<file path="src/rtl/cache_axi_pkg.sv">
// Shared constants and state encoding for the cache AXI burst master.
package cache_axi_pkg;

    localparam int CACHE_LINE_WORDS = 4;
    localparam int LINE_OFF_W       = $clog2(CACHE_LINE_WORDS) + 2;
    localparam int BEAT_W           = $clog2(CACHE_LINE_WORDS);
    localparam logic [1:0] AXI_RESP_OKAY = 2'b00;

    typedef logic [2:0] state_t;

    localparam state_t ST_IDLE = 3'd0;
    localparam state_t ST_AW   = 3'd1;
    localparam state_t ST_W    = 3'd2;
    localparam state_t ST_B    = 3'd3;
    localparam state_t ST_AR   = 3'd4;
    localparam state_t ST_R    = 3'd5;
    localparam state_t ST_DONE = 3'd6;

endpackage

</file>
<file path="src/rtl/cache_line_buf.sv">
// One cache line of 32-bit words: parallel victim load, per-beat refill write,
// per-beat read for write data and a flat view for the response.
module cache_line_buf
    import cache_axi_pkg::*;
#(
    parameter int LINE_WORDS = CACHE_LINE_WORDS,
    parameter int IDX_W      = $clog2(CACHE_LINE_WORDS)
) (
    input  logic                    clk,
    input  logic                    reset,
    input  logic                    load,
    input  logic [32*LINE_WORDS-1:0] load_line,
    input  logic                    wr_en,
    input  logic [IDX_W-1:0]        wr_idx,
    input  logic [31:0]             wr_data,
    input  logic [IDX_W-1:0]        rd_idx,
    output logic [31:0]             rd_data,
    output logic [32*LINE_WORDS-1:0] line
);

    logic [31:0] word_r [LINE_WORDS];

    // Line storage: victim capture has priority over refill beats
    always_ff @(posedge clk) begin
        if (reset) begin
            for (int i = 0; i < LINE_WORDS; i++) begin
                word_r[i] <= 32'd0;
            end
        end else if (load) begin
            for (int i = 0; i < LINE_WORDS; i++) begin
                word_r[i] <= load_line[32*i +: 32];
            end
        end else if (wr_en) begin
            word_r[wr_idx] <= wr_data;
        end
    end

    assign rd_data = word_r[rd_idx];

    for (genvar g = 0; g < LINE_WORDS; g++) begin : g_flat
        assign line[32*g +: 32] = word_r[g];
    end

endmodule

</file>
<file path="src/rtl/cache_axi_master.sv">
// Cache-line burst master: optional writeback burst then optional refill burst.
// Define CACHE_AXI_BRESP_CHECK_EN to flag non-OKAY write responses on resp_err.
module cache_axi_master
    import cache_axi_pkg::*;
#(
    parameter int LINE_WORDS = CACHE_LINE_WORDS,
    parameter int ADDR_W     = 32
) (
    input  logic                     clk,
    input  logic                     reset,
    input  logic                     req_valid,
    output logic                     req_ready,
    input  logic                     req_wb,
    input  logic                     req_rd,
    input  logic [ADDR_W-1:0]        req_wb_addr,
    input  logic [ADDR_W-1:0]        req_rd_addr,
    input  logic [32*LINE_WORDS-1:0] req_wb_line,
    output logic                     resp_valid,
    output logic [32*LINE_WORDS-1:0] resp_line,
    output logic                     resp_err,
    output logic [31:0]              M_AXI_AWADDR,
    output logic [7:0]               M_AXI_AWLEN,
    output logic                     M_AXI_AWVALID,
    input  logic                     M_AXI_AWREADY,
    output logic [31:0]              M_AXI_WDATA,
    output logic                     M_AXI_WVALID,
    output logic                     M_AXI_WLAST,
    input  logic                     M_AXI_WREADY,
    input  logic [1:0]               M_AXI_BRESP,
    input  logic                     M_AXI_BVALID,
    output logic                     M_AXI_BREADY,
    output logic [31:0]              M_AXI_ARADDR,
    output logic [7:0]               M_AXI_ARLEN,
    output logic                     M_AXI_ARVALID,
    input  logic                     M_AXI_ARREADY,
    input  logic [31:0]              M_AXI_RDATA,
    input  logic                     M_AXI_RLAST,
    input  logic                     M_AXI_RVALID,
    output logic                     M_AXI_RREADY
);

    localparam int IDX_W = $clog2(LINE_WORDS);
    localparam int OFF_W = IDX_W + 2;
    localparam logic [IDX_W-1:0] LAST_BEAT = IDX_W'(LINE_WORDS - 1);

    state_t           state_r, state_nxt_s;
    logic [IDX_W-1:0] beat_r, beat_nxt_s;
    logic             accept_s, rd_r;
    logic             req_ready_r, resp_valid_r;
    logic             awvalid_r, wvalid_r, wlast_r, bready_r, arvalid_r, rready_r;
    logic [31:0]      awaddr_r, araddr_r, wdata_r, buf_rd_s;

    assign accept_s = (state_r == ST_IDLE) & req_valid;

    cache_line_buf #(.LINE_WORDS(LINE_WORDS), .IDX_W(IDX_W)) u_line_buf (
        .clk       (clk),
        .reset     (reset),
        .load      (accept_s),
        .load_line (req_wb_line),
        .wr_en     ((state_r == ST_R) & M_AXI_RVALID),
        .wr_idx    (beat_r),
        .wr_data   (M_AXI_RDATA),
        .rd_idx    (beat_nxt_s),
        .rd_data   (buf_rd_s),
        .line      (resp_line)
    );

    // Next state and beat counter; refill beats saturate on the last word
    always_comb begin
        state_nxt_s = state_r;
        beat_nxt_s  = beat_r;
        case (state_r)
            ST_IDLE: begin
                if (req_valid) begin
                    beat_nxt_s = {IDX_W{1'b0}};
                    if (req_wb)      state_nxt_s = ST_AW;
                    else if (req_rd) state_nxt_s = ST_AR;
                    else             state_nxt_s = ST_DONE;
                end else begin
                    state_nxt_s = ST_IDLE;
                end
            end
            ST_AW: begin
                if (M_AXI_AWREADY) state_nxt_s = ST_W;
                else               state_nxt_s = ST_AW;
            end
            ST_W: begin
                if (M_AXI_WREADY) begin
                    if (beat_r == LAST_BEAT) begin
                        state_nxt_s = ST_B;
                        beat_nxt_s  = {IDX_W{1'b0}};
                    end else begin
                        beat_nxt_s = beat_r + IDX_W'(1);
                    end
                end else begin
                    state_nxt_s = ST_W;
                end
            end
            ST_B: begin
                if (M_AXI_BVALID) state_nxt_s = rd_r ? ST_AR : ST_DONE;
                else              state_nxt_s = ST_B;
            end
            ST_AR: begin
                if (M_AXI_ARREADY) state_nxt_s = ST_R;
                else               state_nxt_s = ST_AR;
            end
            ST_R: begin
                if (M_AXI_RVALID) begin
                    if (beat_r != LAST_BEAT) beat_nxt_s = beat_r + IDX_W'(1);
                    else                     beat_nxt_s = beat_r;
                    if (M_AXI_RLAST) state_nxt_s = ST_DONE;
                    else             state_nxt_s = ST_R;
                end else begin
                    state_nxt_s = ST_R;
                end
            end
            ST_DONE: state_nxt_s = ST_IDLE;
            default: state_nxt_s = ST_IDLE;
        endcase
    end

    // State, request capture and registered AXI/cache-side outputs
    always_ff @(posedge clk) begin
        if (reset) begin
            state_r      <= ST_IDLE;
            beat_r       <= {IDX_W{1'b0}};
            rd_r         <= 1'b0;
            req_ready_r  <= 1'b1;
            resp_valid_r <= 1'b0;
            awvalid_r    <= 1'b0;
            wvalid_r     <= 1'b0;
            wlast_r      <= 1'b0;
            bready_r     <= 1'b0;
            arvalid_r    <= 1'b0;
            rready_r     <= 1'b0;
            awaddr_r     <= 32'd0;
            araddr_r     <= 32'd0;
            wdata_r      <= 32'd0;
        end else begin
            state_r      <= state_nxt_s;
            beat_r       <= beat_nxt_s;
            req_ready_r  <= (state_nxt_s == ST_IDLE);
            resp_valid_r <= (state_nxt_s == ST_DONE);
            awvalid_r    <= (state_nxt_s == ST_AW);
            wvalid_r     <= (state_nxt_s == ST_W);
            wlast_r      <= (state_nxt_s == ST_W) && (beat_nxt_s == LAST_BEAT);
            bready_r     <= (state_nxt_s == ST_B);
            arvalid_r    <= (state_nxt_s == ST_AR);
            rready_r     <= (state_nxt_s == ST_R);
            wdata_r      <= (state_nxt_s == ST_W) ? buf_rd_s : 32'd0;
            if (accept_s) begin
                rd_r     <= req_rd;
                awaddr_r <= 32'({req_wb_addr[ADDR_W-1:OFF_W], {OFF_W{1'b0}}});
                araddr_r <= 32'({req_rd_addr[ADDR_W-1:OFF_W], {OFF_W{1'b0}}});
            end
        end
    end

`ifdef CACHE_AXI_BRESP_CHECK_EN
    logic err_r;

    // Sticky write-error flag, cleared only by reset
    always_ff @(posedge clk) begin
        if (reset) begin
            err_r <= 1'b0;
        end else if ((state_r == ST_B) && M_AXI_BVALID && (M_AXI_BRESP != AXI_RESP_OKAY)) begin
            err_r <= 1'b1;
        end
    end

    assign resp_err = err_r;
`else
    logic unused_bresp_s;
    assign unused_bresp_s = ^M_AXI_BRESP;
    assign resp_err       = 1'b0;
`endif

    assign req_ready     = req_ready_r;
    assign resp_valid    = resp_valid_r;
    assign M_AXI_AWADDR  = awaddr_r;
    assign M_AXI_AWLEN   = 8'(LINE_WORDS - 1);
    assign M_AXI_AWVALID = awvalid_r;
    assign M_AXI_WDATA   = wdata_r;
    assign M_AXI_WVALID  = wvalid_r;
    assign M_AXI_WLAST   = wlast_r;
    assign M_AXI_BREADY  = bready_r;
    assign M_AXI_ARADDR  = araddr_r;
    assign M_AXI_ARLEN   = 8'(LINE_WORDS - 1);
    assign M_AXI_ARVALID = arvalid_r;
    assign M_AXI_RREADY  = rready_r;

endmodule

</file>
<file path="config.mk">
export PLATFORM = sky130hd
export DESIGN_NAME = cache_axi_master
export DESIGN_NICKNAME = d
export VERILOG_FILES = /design/src/rtl/cache_axi_pkg.sv /design/src/rtl/cache_line_buf.sv /design/src/rtl/cache_axi_master.sv
export SDC_FILE = /design/constraint.sdc
export NUM_CORES = 1
export LEC_CHECK = 0
export ABC_AREA = 1
export CAP_MARGIN = 20
export CORE_AREA = 2 2 189 191
export DETAILED_ROUTE_END_ITERATION = 10
export DIE_AREA = 0 0 191 193
export PLACE_DENSITY_LB_ADDON = 0.2
export SYNTH_ARGS = -nofsm -noshare
export SYNTH_HDL_FRONTEND = slang
export SYNTH_SLANG_ARGS = --single-unit
</file>
<file path="constraint.sdc">
create_clock -name clk -period 2.7 [get_ports clk]
set_input_delay 0.54 -clock clk [delete_from_list [all_inputs] [get_ports clk]]
set_output_delay 0.54 -clock clk [all_outputs]
set_load 0.1 [all_outputs]
</file>
==> reports/summary.txt, run 1 <==
=================================================================================
Result of the run ..................................................    completed
Total clock buffers created by CTS .................................           28
Number of endpoints with negative hold slack in the final report ...            0
Top cell type's share of synthesized area ..........................        35.6%
Most common library cells after synthesis .......................... nand3_1 (236), nand2_1 (200), inv_1 (143), o21ai_0 (130), edfxtp_1 (128)
Crit share post-route ..............................................        79.4%
Fillcell total .....................................................         3364
Setup repair after global routing missed its margin ................           no
Number of flops mapped to enable cells by yosys ....................          128
Deepest level of the CTS H-tree ....................................            1
Max Slew Vio Count .................................................            0
Routed wire length per instance ....................................      19.9 µm
Warnings from Yosys ................................................            0
Hold Path Origin ...................................................        reset
RR Startpoint ......................................................    beat_r[0]
Slew at the pin closest to its max-slew limit ......................     0.686 ns
Register clock-pin slew on the reported worst setup and hold paths .      0.06 ns
Highest attainable clock frequency .................................      466 MHz
Die Footprint ......................................................    36900 µm²
Worst Hold Path Cells ..............................................            3
Core Region ........................................................    35000 µm²
Maximum net fanout on the critical path ............................           26
Wire length of the first global-routing pass .......................     61600 µm
Number of vias in the routed layout ................................        10424
Cell variety after synth ...........................................           31
Detailed placer's ending HPWL ......................................     29100 µm
Die width ..........................................................       191 µm
Most common flop cell mapped by yosys ..............................     edfxtp_1
FF/Latch Area ......................................................     5890 µm²
Relative area change from synthesis to final layout ................        50.2%
Vias in the first global route .....................................        10057
Initial DRC Count ..................................................          738
Via density ........................................................         4.88
Die Y ..............................................................       193 µm
Biggest area contributors in the synthesized netlist ............... edfxtp_1 (36%), dfxtp_1 (19%), nand3_1 (11%)
Post-CTS setup buffer count ........................................            0
Post-cts hold buffer count .........................................            0
Peak supply drop ...................................................       493 µV
Area of all placed cells without fillers ...........................    16200 µm²
Combined global-route utilization of all metal layers ..............        22.0%
Number of standard-cell rows in the floorplan ......................           69
Count of input and output buffers ..................................          450
Combined area of the multi-input logic cells .......................     3850 µm²
Launching instance or port of the critical path ....................    beat_r[0]
Final wirelength ...................................................     42600 µm
Proportion of layout cells with a drive suffix above 1 .............        21.8%
Sum Neg Setup Slack ................................................         0 ns
Flop and latch count out of synthesis ..............................          230
Initial antenna violation count ....................................            3
CP Launch Type .....................................................         flop
CP required ........................................................      3.17 ns
# nets final .......................................................         1892
Drt pass-1 iters ...................................................            6
Normalized max-slew margin .........................................        54.3%
Initial Util .......................................................        30.9%
Final RePlAce weighted congestion ..................................        0.807
Buffer depth of the longest clock path .............................            3
Critical path class ................................................      reg2reg
Time the worst path needs with I/O delays and setup ................      2.14 ns
Post-DRT Antenna Nets ..............................................            0
CTS tree ...........................................................          yes
Largest net degree at the start of global routing ..................           78
R2R setup slack ....................................................      0.56 ns
Number of cells on the worst reg-to-reg path .......................           11
Clock network latency to the later pin of the worst-skew pair ......      0.54 ns
Remaining global-route overflow ....................................            0
Clock root buffer master ...........................................    clkbuf_16
Clock sink total ...................................................          230
Count of boundary I/O pins .........................................          486
Area leader, netlist ...............................................     edfxtp_1
Most frequent cell after synthesis .................................      nand3_1
Max_cap viols ......................................................            0
Quantity of gates resized following cts ............................            0
Data arrival at the endpoint of the critical path ..................      2.61 ns
Share of the yosys chip area belonging to registers ................        54.4%
Post-synthesis cell area ...........................................    10800 µm²
P_leak .............................................................      6.90 nW
Asr flop ratio synth ...............................................           0%
Mapped Cells .......................................................         1233
Post-synthesis area per instance ...................................     8.77 µm²
Number of setup violations in the final report .....................            0
Path class of the lowest-slack min-delay path ......................       in2reg
Setup crit end kind ................................................         flop
Worst Skew .........................................................    0.0121 ns
Standard cell area after detailed placement ........................    15200 µm²
Power density over cell area .......................................   907 nW/µm²
# DRC ..............................................................            0
=================================================================================
## power breakdown
group / total, W / switching, W / internal, W / leakage, nW
Combinational: 0.00635 / 0.00485 / 0.00149 / 4.18
Sequential: 0.00440 / 0.000236 / 0.00416 / 2.21
Clock: 0.00399 / 0.00156 / 0.00243 / 0.505
Total: 0.0147 / 0.00665 / 0.00809 / 6.90
## critical path, cell delays in order (launching register included)
cell     delay (ns)
dfxtp_1        0.48
inv_1          0.16
ha_1           0.31
inv_1          0.04
a21oi_1        0.11
nand2_1        0.06
nand3_1        0.18
nor2_1         0.10
nor2_4         0.12
buf_12         0.21
nand3_1        0.12
a21oi_2        0.16
## routing by layer
layer,track usage (%),wire length (µm)
met3,5.36,4420
met5,0,13
met1,27.3,16500
met2,38.2,20600
met4,6.38,1010
## sequential cells by signal (all words and copies together), names as in the netlist
signal             cells
M_AXI_ARADDR          28
M_AXI_ARVALID          1
M_AXI_AWADDR          28
M_AXI_AWVALID          1
M_AXI_BREADY           1
M_AXI_RREADY           1
M_AXI_WDATA           32
M_AXI_WLAST            1
M_AXI_WVALID           1
beat_r                 2
rd_r                   1
req_ready              1
resp_valid             1
state_r                3
u_line_buf.word_r    128
## path summary, 6_finish.rpt
check,to
hold / removal,req_ready
hold reg to reg,M_AXI_ARADDR[6]
setup reg to reg,M_AXI_WDATA[16]
setup / recovery,M_AXI_WDATA[16]
## final cells by class
class                      count  area share [%]
clock inverter                 9           0.339
multi-input combinational    759            23.7
sequential                   230            36.2
tap                          461            3.55
timing repair buffer         477            26.7
antenna                        5          0.0770
inverter                     153            3.55
clock buffer                  43            5.87
## metrics by stage
stage	setup slack (ns)	util [%]	total power, W	std cells	hold slack [ns]
floorplan	0.498	-	0.00911	1256	0.429
global placement	0.246	43.5	0.0108	2080	0.448
detailed placement	0.215	43.5	0.0108	2080	0.452
CTS	0.544	46.4	0.0148	2132	0.419
global route	0.317	46.4	0.0153	2133	0.456
finish	0.556	46.5	0.0147	2137	0.430
## layout by cell type (no fill, tap or decap), drive strengths merged, types with 2 or more instances in the layout
cell type	count
nand3b	33
clkinv	8
nor2	20
ha	6
nand3	240
buf	252
nor4	2
diode	5
a21oi	92
nand4	5
conb	25
clkbuf	43
clkdlybuf4s50	225
o21ai	130
nand2	201
dfxtp	102
edfxtp	128
inv	153
## kinds of logic (layout without fill, tap and decap cells)
group	Yosys count	after routing	share of synthesized area, %
fa+ha+maj	6	6	0.694
buf+inv	267	682	11.1
compound gates	225	225	11.5
flops	230	230	54.4
simple gates	503	503	22.2
other cells	2	30	0.0695
No activity file was read; power rests on OpenSTA's default activity.
==> inputs of run 2 (changes only) <==
clock period = 2 ns   (was 2.7 ns; I/O delays follow)
==> run 2 against run 1 <==
Count of clock-buffer cells in the layout decreased by 9. Wire length decreased by 0.95%. Maximum frequency increased by 14%. Design area increased by 3.0%. Clock skew increased by 0.0066 ns. Total power increased by 38%. Sequential share of layout area decreased by 1.0 points. Clock power increased by 38%. Die area unchanged. Global-route usage decreased by 0.33 points. Register-to-register slack got worse by 0.44 ns. Critical endpoint is now M_AXI_WDATA[5]. Largest power group unchanged. Highest routed layer unchanged.
==> reports/summary.txt, run 2 (synthesis gave the netlist of run 1 again) <==
=====================================================================================
Result of the run ......................................................    completed   unchanged
Buffer depth of the longest clock path .................................            3   unchanged
Maximum net fanout on the critical path ................................           33   was 26
Peak supply drop .......................................................       697 µV   was 493 µV
Max FFs per register ...................................................          128   unchanged
Worst Hold Path Cells ..................................................            3   unchanged
Final RePlAce weighted congestion ......................................        0.845   was 0.807
Number of endpoints with negative hold slack in the final report .......            0   unchanged
Crit share post-route ..................................................        94.2%   was 79.4%
Initial antenna violation count ........................................            5   was 3
Hold Path Origin ....................................................... req_wb_addr[6]   was reset
Count of input and output buffers ......................................          450   unchanged
Proportion of layout cells with a drive suffix above 1 .................        23.7%   was 21.8%
Highest attainable clock frequency .....................................      531 MHz   was 466 MHz
Worst-case hold path end point ......................................... M_AXI_AWADDR[6]   was req_ready
Most frequent standard cell in the layout excluding fill and tap cells .        buf_4   unchanged
Power density over cell area ...........................................  1210 nW/µm²   was 907 nW/µm²
Final wirelength .......................................................     42200 µm   was 42600 µm
Combined global-route utilization of all metal layers ..................        21.7%   was 22.0%
Wire length of the first global-routing pass ...........................     60700 µm   was 61600 µm
Post-CTS setup buffer count ............................................            0   unchanged
Data arrival at the endpoint of the critical path ......................      2.36 ns   was 2.61 ns
Count of boundary I/O pins .............................................          486   unchanged
Clock sink total .......................................................          230   unchanged
Vias in the first global route .........................................        10317   was 10057
Via density ............................................................         4.85   was 4.88
Endpoint of the most critical register-to-register path ................ M_AXI_WDATA[5]   was M_AXI_WDATA[16]
CP required ............................................................      2.48 ns   was 3.17 ns
Routed wire length per instance ........................................      19.3 µm   was 19.9 µm
Total clock buffers created by CTS .....................................           27   was 28
Max Slew Vio Count .....................................................            0   unchanged
Die Y ..................................................................       193 µm   unchanged
Number of standard-cell rows in the floorplan ..........................           69   unchanged
Core Region ............................................................    35000 µm²   unchanged
Commonest cells after routing, fill and taps aside ..................... buf_4 (266), nand3_1 (231), clkdlybuf4s50_1 (225)   was buf_4 (236), nand3_1 (232), clkdlybuf4s50_1 (225)
Number of cells on the worst reg-to-reg path ...........................           11   unchanged
Post-DRT Antenna Nets ..................................................            0   unchanged
Count of placed standard cells including taps ..........................         2124   was 2080
# nets final ...........................................................         1935   was 1892
Drt pass-1 iters .......................................................            6   unchanged
Setup crit end kind ....................................................         flop   unchanged
CP Launch Type .........................................................         flop   unchanged
Largest net degree at the start of global routing ......................           65   was 78
Clock root buffer master ...............................................    clkbuf_16   unchanged
RR Startpoint ..........................................................    beat_r[0]   unchanged
Tot Pwr ................................................................     0.0203 W   was 0.0147 W
Path class of the lowest-slack min-delay path ..........................       in2reg   unchanged
Slew at the pin closest to its max-slew limit ..........................     0.706 ns   was 0.686 ns
Remaining global-route overflow ........................................            0   unchanged
CTS tree ...............................................................          yes   unchanged
Detailed placer's ending HPWL ..........................................     31100 µm   was 29100 µm
Critical path class ....................................................      reg2reg   unchanged
Initial Util ...........................................................        30.9%   unchanged
Register clock-pin slew on the reported worst setup and hold paths .....      0.06 ns   about the same
Initial DRC Count ......................................................          613   was 738
Number of setup violations in the final report .........................            0   unchanged
Worst Skew .............................................................    0.0186 ns   was 0.0121 ns
# DRC ..................................................................            0   unchanged
R2R setup slack ........................................................      0.12 ns   was 0.56 ns
Deepest level of the CTS H-tree ........................................            1   unchanged
Die width ..............................................................       191 µm   unchanged
Die Footprint ..........................................................    36900 µm²   unchanged
Relative area change from synthesis to final layout ....................        54.7%   was 50.2%
Final standard cell utilization of the core ............................        47.8%   was 46.5%
Clock network latency to the later pin of the worst-skew pair ..........      0.56 ns   was 0.54 ns
Normalized max-slew margin .............................................        53.0%   was 54.3%
Setup repair after global routing missed its margin ....................           no   unchanged
Sum Neg Setup Slack ....................................................         0 ns   unchanged
Max_cap viols ..........................................................            0   unchanged
Number of vias in the routed layout ....................................        10572   was 10424
Number of cells in the finished layout apart from fillers ..............         2180   was 2137
Reg with most FFs ...................................................... u_line_buf.word_r   unchanged
P_leak .................................................................      7.15 nW   was 6.90 nW
Time the worst path needs with I/O delays and setup ....................      1.88 ns   was 2.14 ns
=====================================================================================
## run 2: cell types whose count changed in the layout (fill, tap and decap cells not counted), moves of 5 or more
cell       delta
clkbuf_8      -5
clkbuf_16     -6
buf_4        +30
buf_12       +12
bufinv_16     +6
## run 2: per-stage QoR
| step | setup slack [ns] | instance area (µm²) | hold slack, ns |
|---|---|---|---|
| floorplan | -0.182 | 10900 | 0.429 |
| global placement | -0.216 | 15700 | 0.448 |
| detailed placement | -0.213 | 15700 | 0.448 |
| CTS | 0.0908 | 16700 | 0.387 |
| global route | 0.000282 | 16700 | 0.413 |
| finish | 0.117 | 16700 | 0.411 |
## run 2: report_power, final
group | internal (W) | leakage, nW | switching, W
Combinational | 0.00226 | 4.46 | 0.00658
Sequential | 0.00562 | 2.21 | 0.000315
Clock | 0.00341 | 0.483 | 0.00210
## run 2: cell type report
cell class              instances  area (µm²)
clock inverters                15         245
well taps                     461         577
repair buffers                521        4820
diodes                          7        17.5
clock buffers                  34         742
multi-input cells             759        3860
flip-flops and latches        230        5890
inverters                     153         577
fillers                      3354       18200
## run 2: how the worst max path moves through the flow
stage,from,end,slack (ns),depth (start not counted)
after floorplan,state_r[1],u_line_buf.word_r[0][0],-0.18,8
after global placement,M_AXI_RVALID,M_AXI_WDATA[27],-0.22,12
after detailed placement,M_AXI_RVALID,u_line_buf.word_r[1][25],-0.21,7
after CTS,beat_r[0],M_AXI_WDATA[7],0.09,11
after global routing,beat_r[0],M_AXI_WDATA[5],0.0003,11
final,beat_r[0],M_AXI_WDATA[5],0.12,11
## run 2: what timing repair did
item | 4_1_cts | 5_1_grt
resized for setup | 0 | 5
endpoints found under the setup margin | 0 | 35
hold buffers | 0 | 0
## run 2: layer usage
metal / vias to the layer above / wire (µm) / GRT usage (%)
met3: 76 / 3950 / 5.56
li1: 5022 / - / -
met1: 4932 / 16200 / 25.6
met2: 540 / 20500 / 38.0
met5: - / 13 / 0
met4: 2 / 1530 / 8.23
## run 2: worst max-delay path, stage by stage, from the launching register on
cell and delay, ns:
dfxtp_1 0.33, buf_4 0.16, ha_1 0.21, o21ai_1 0.14
nand3_1 0.09, nand4_1 0.15, buf_6 0.14, nand2_2 0.09
buf_12 0.19, nand2_1 0.10, nand3_1 0.07, a21oi_1 0.15
==> inputs of run 3 (changes only) <==
CORE_AREA = 2 2 188 190   (was 2 2 189 191)
DIE_AREA = 0 0 190 192   (was 0 0 191 193)
clock period = 1.52 ns   (was 2 ns; I/O delays follow)
==> run 3 against run 2 <==
The run now ends with setup timing left. Total power grew 61%. Highest routed layer unchanged. Critical path depth grew 1. Non-clock buffer count grew 150. Largest cell class is now buffers.
==> reports/summary.txt, run 3 (synthesis gave the netlist of run 1 again) <==
=====================================================================================
Max incr delay on CP ...................................................      0.38 ns   was 0.33 ns
Total clock buffers created by CTS .....................................           27   unchanged
CP Launch Type .........................................................         flop   unchanged
Maximum net fanout on the critical path ................................            7   was 33
Vias in the first global route .........................................        12208   was 10317
Count of boundary I/O pins .............................................          486   unchanged
Core Region ............................................................    34300 µm²   was 35000 µm²
Initial Util ...........................................................        31.5%   was 30.9%
Largest net degree at the start of global routing ......................           69   was 65
P_leak .................................................................      9.67 nW   was 7.15 nW
Count of input and output buffers ......................................          450   unchanged
Standard cell area after detailed placement ............................    18900 µm²   was 15700 µm²
Clock root buffer master ...............................................    clkbuf_16   unchanged
Via density ............................................................         5.21   was 4.85
Area of all placed cells without fillers ...............................    24100 µm²   was 16700 µm²
Sw Share ...............................................................        43.5%   was 44.3%
Initial antenna violation count ........................................            4   was 5
Detailed placer's ending HPWL ..........................................     32900 µm   was 31100 µm
Result of the run ...................................................... complete, but fails checks   was completed
Register clock-pin slew on the reported worst setup and hold paths .....      0.06 ns   about the same
Setup crit end kind ....................................................         flop   unchanged
Path class of the lowest-slack min-delay path ..........................       in2reg   unchanged
Power density over cell area ...........................................  1360 nW/µm²   was 1210 nW/µm²
Internal power .........................................................     0.0184 W   was 0.0113 W
Worst path most repeated cell ..........................................        buf_4   was nand3_1
Setup repair after global routing missed its margin ....................          yes   was no
Deepest level of the CTS H-tree ........................................            1   unchanged
Clock network latency to the later pin of the worst-skew pair ..........      0.54 ns   was 0.56 ns
CTS tree ...............................................................          yes   unchanged
Clock share of power ...................................................        19.9%   was 27.1%
Remaining global-route overflow ........................................            0   unchanged
Combined global-route utilization of all metal layers ..................        28.2%   was 21.7%
Worst-case setup margin in the final layout ............................    -0.337 ns   was 0.117 ns
Wire length of the first global-routing pass ...........................     77000 µm   was 60700 µm
Number of vias in the routed layout ....................................        12104   was 10572
Post-DRT Antenna Nets ..................................................            0   unchanged
Routed wire length per instance ........................................      24.0 µm   was 19.3 µm
Initial DRC Count ......................................................          765   was 613
Worst Skew .............................................................    0.0108 ns   was 0.0186 ns
Number of setup violations in the final report .........................          367   was 0
Proportion of layout cells with a drive suffix above 1 .................        48.1%   was 23.7%
Max_cap viols ..........................................................            0   unchanged
Slew at the pin closest to its max-slew limit ..........................     0.559 ns   was 0.706 ns
Highest attainable clock frequency .....................................      539 MHz   was 531 MHz
Drt pass-1 iters .......................................................            5   was 6
Crit share post-route ..................................................         122%   was 94.2%
Share of total power in sequential cells ...............................        25.3%   was 29.3%
Data arrival at the endpoint of the critical path ......................      2.34 ns   was 2.36 ns
Final RePlAce weighted congestion ......................................        0.884   was 0.845
Critical path class ....................................................      reg2reg   unchanged
Buffer depth of the longest clock path .................................            3   unchanged
# nets final ...........................................................         2085   was 1935
Die Y ..................................................................       192 µm   was 193 µm
Cell type of the slowest stage on the worst timing path ................      dfxtp_4   was dfxtp_1
Number of endpoints with negative hold slack in the final report .......            0   unchanged
Most frequent standard cell in the layout excluding fill and tap cells .       buf_12   was buf_4
Number of buffers and inverters on the critical path ...................            5   was 3
Relative area change from synthesis to final layout ....................         123%   was 54.7%
Clock sink total .......................................................          230   unchanged
Time the worst path needs with I/O delays and setup ....................      1.86 ns   was 1.88 ns
Reg with most FFs ...................................................... u_line_buf.word_r   unchanged
Number of standard-cell rows in the floorplan ..........................           68   was 69
Fraction of power consumed by combinational cells ......................        54.8%   was 43.6%
CP required ............................................................      2.00 ns   was 2.48 ns
Die width ..............................................................       190 µm   was 191 µm
Max Slew Vio Count .....................................................            0   unchanged
CP delay by family, top ................................................ buffers and inverters   was simple AND/OR/NAND/NOR gates
Commonest cells after routing, fill and taps aside ..................... buf_12 (293), clkdlybuf4s50_1 (225), nand2_1 (136)   was buf_4 (266), nand3_1 (231), clkdlybuf4s50_1 (225)
Max FFs per register ...................................................          128   unchanged
Series of cell instances along the critical path ....................... buf_4 -> buf_4 -> o21ai_1 -> nand3_1 -> nand4_1 -> buf_6 -> nand2_8 -> buf_12 -> clkbuf_16 -> nand2_4 -> nand3_2 -> a21oi_2   was buf_4 -> ha_1 -> o21ai_1 -> nand3_1 -> nand4_1 -> buf_6 -> nand2_2 -> buf_12 -> nand2_1 -> nand3_1 -> a21oi_1
# DRC ..................................................................            0   unchanged
Fin Hold WS ............................................................     0.163 ns   was 0.411 ns
Net switching power figure .............................................     0.0142 W   was 0.00899 W
Die Footprint ..........................................................    36500 µm²   was 36900 µm²
Violated checks ........................................................ setup timing
Final wirelength .......................................................     55800 µm   was 42200 µm
Normalized max-slew margin .............................................        62.7%   was 53.0%
Peak supply drop .......................................................       979 µV   was 697 µV
=====================================================================================
==> run 3: changes by cell type in the layout (fill, tap and decap cells not counted), moves of 18 or more <==
cell / before / now
buf_12: 27 / 293
buf_16: 0 / 27
buf_4: 266 / 51
buf_6: 2 / 48
nand2_1: 194 / 136
nand2_2: 7 / 31
nand2_4: 0 / 29
nand3_1: 231 / 96
nand3_2: 9 / 113
nand3_4: 0 / 31
o21ai_0: 129 / 0
o21ai_1: 1 / 19
o21ai_2: 0 / 98
==> run 3: worst min-delay path, cell delays in order <==
cell	delay, ns
buf_2	0.12
buf_4	0.19
nor2_1	0.05
==> run 3: final timing paths <==
path	start	end	slack [ns]	cells past startpoint
hold / removal	reset	beat_r[0]	0.16	3
setup / recovery	beat_r[0]	M_AXI_WDATA[12]	-0.34	12
setup reg to reg	beat_r[0]	M_AXI_WDATA[12]	-0.34	12
hold reg to reg	rd_r	rd_r	0.48	2
==> run 3: per-stage QoR <==
| stage | power [W] | std cells | TNS (ns) | util, % | setup WS (ns) |
|---|---|---|---|---|---|
| after floorplan | 0.0166 | 1256 | -38.25 | - | -0.283 |
| after global placement | 0.0220 | 2137 | -168.46 | 55.1 | -0.660 |
| after detailed placement | 0.0222 | 2137 | -188.20 | 55.1 | -0.715 |
| after CTS | 0.0315 | 2304 | -50.93 | 66.8 | -0.286 |
| after global routing | 0.0336 | 2320 | -82.60 | 70.3 | -0.420 |
| final | 0.0327 | 2321 | -65.02 | 70.3 | -0.337 |
==> run 3: cell type report <==
cell class	count	area, µm²
Antenna cell	3	7.51
Fill cell	2300	10200
Sequential cell	230	5900
Clock inverter	12	140
Timing Repair Buffer	671	10300
Multi-Input combinational cell	759	5840
Clock buffer	38	727
Inverter	153	602
Tap cell	455	569
==> run 3: metal layers <==
layer  vias up  track usage, %  part of all wire (%)
met5         -               0                 0.023
met4         2            11.7                   4.8
met3       167            7.05                   8.5
met2       640            49.9                    50
met1      5929            32.4                    37
li1       5366               -                     -
==> run 3: what timing repair did <==
item,in CTS,in global routing
resized for setup,411,320
hold buffers,0,0
endpoints found under the setup margin,384,412
cloned,41,13
pin swaps,26,62
setup buffers,78,35
==> run 3: power by group through the flow <==
stage / clock network (W) / registers, W / logic, W
after global routing: 0.00678 / 0.00831 / 0.0185
final: 0.00649 / 0.00826 / 0.0179
after global placement: 0 / 0.00834 / 0.0136
after floorplan: 0 / 0.0128 / 0.00381
after CTS: 0.00658 / 0.00824 / 0.0167
after detailed placement: 0 / 0.00836 / 0.0138
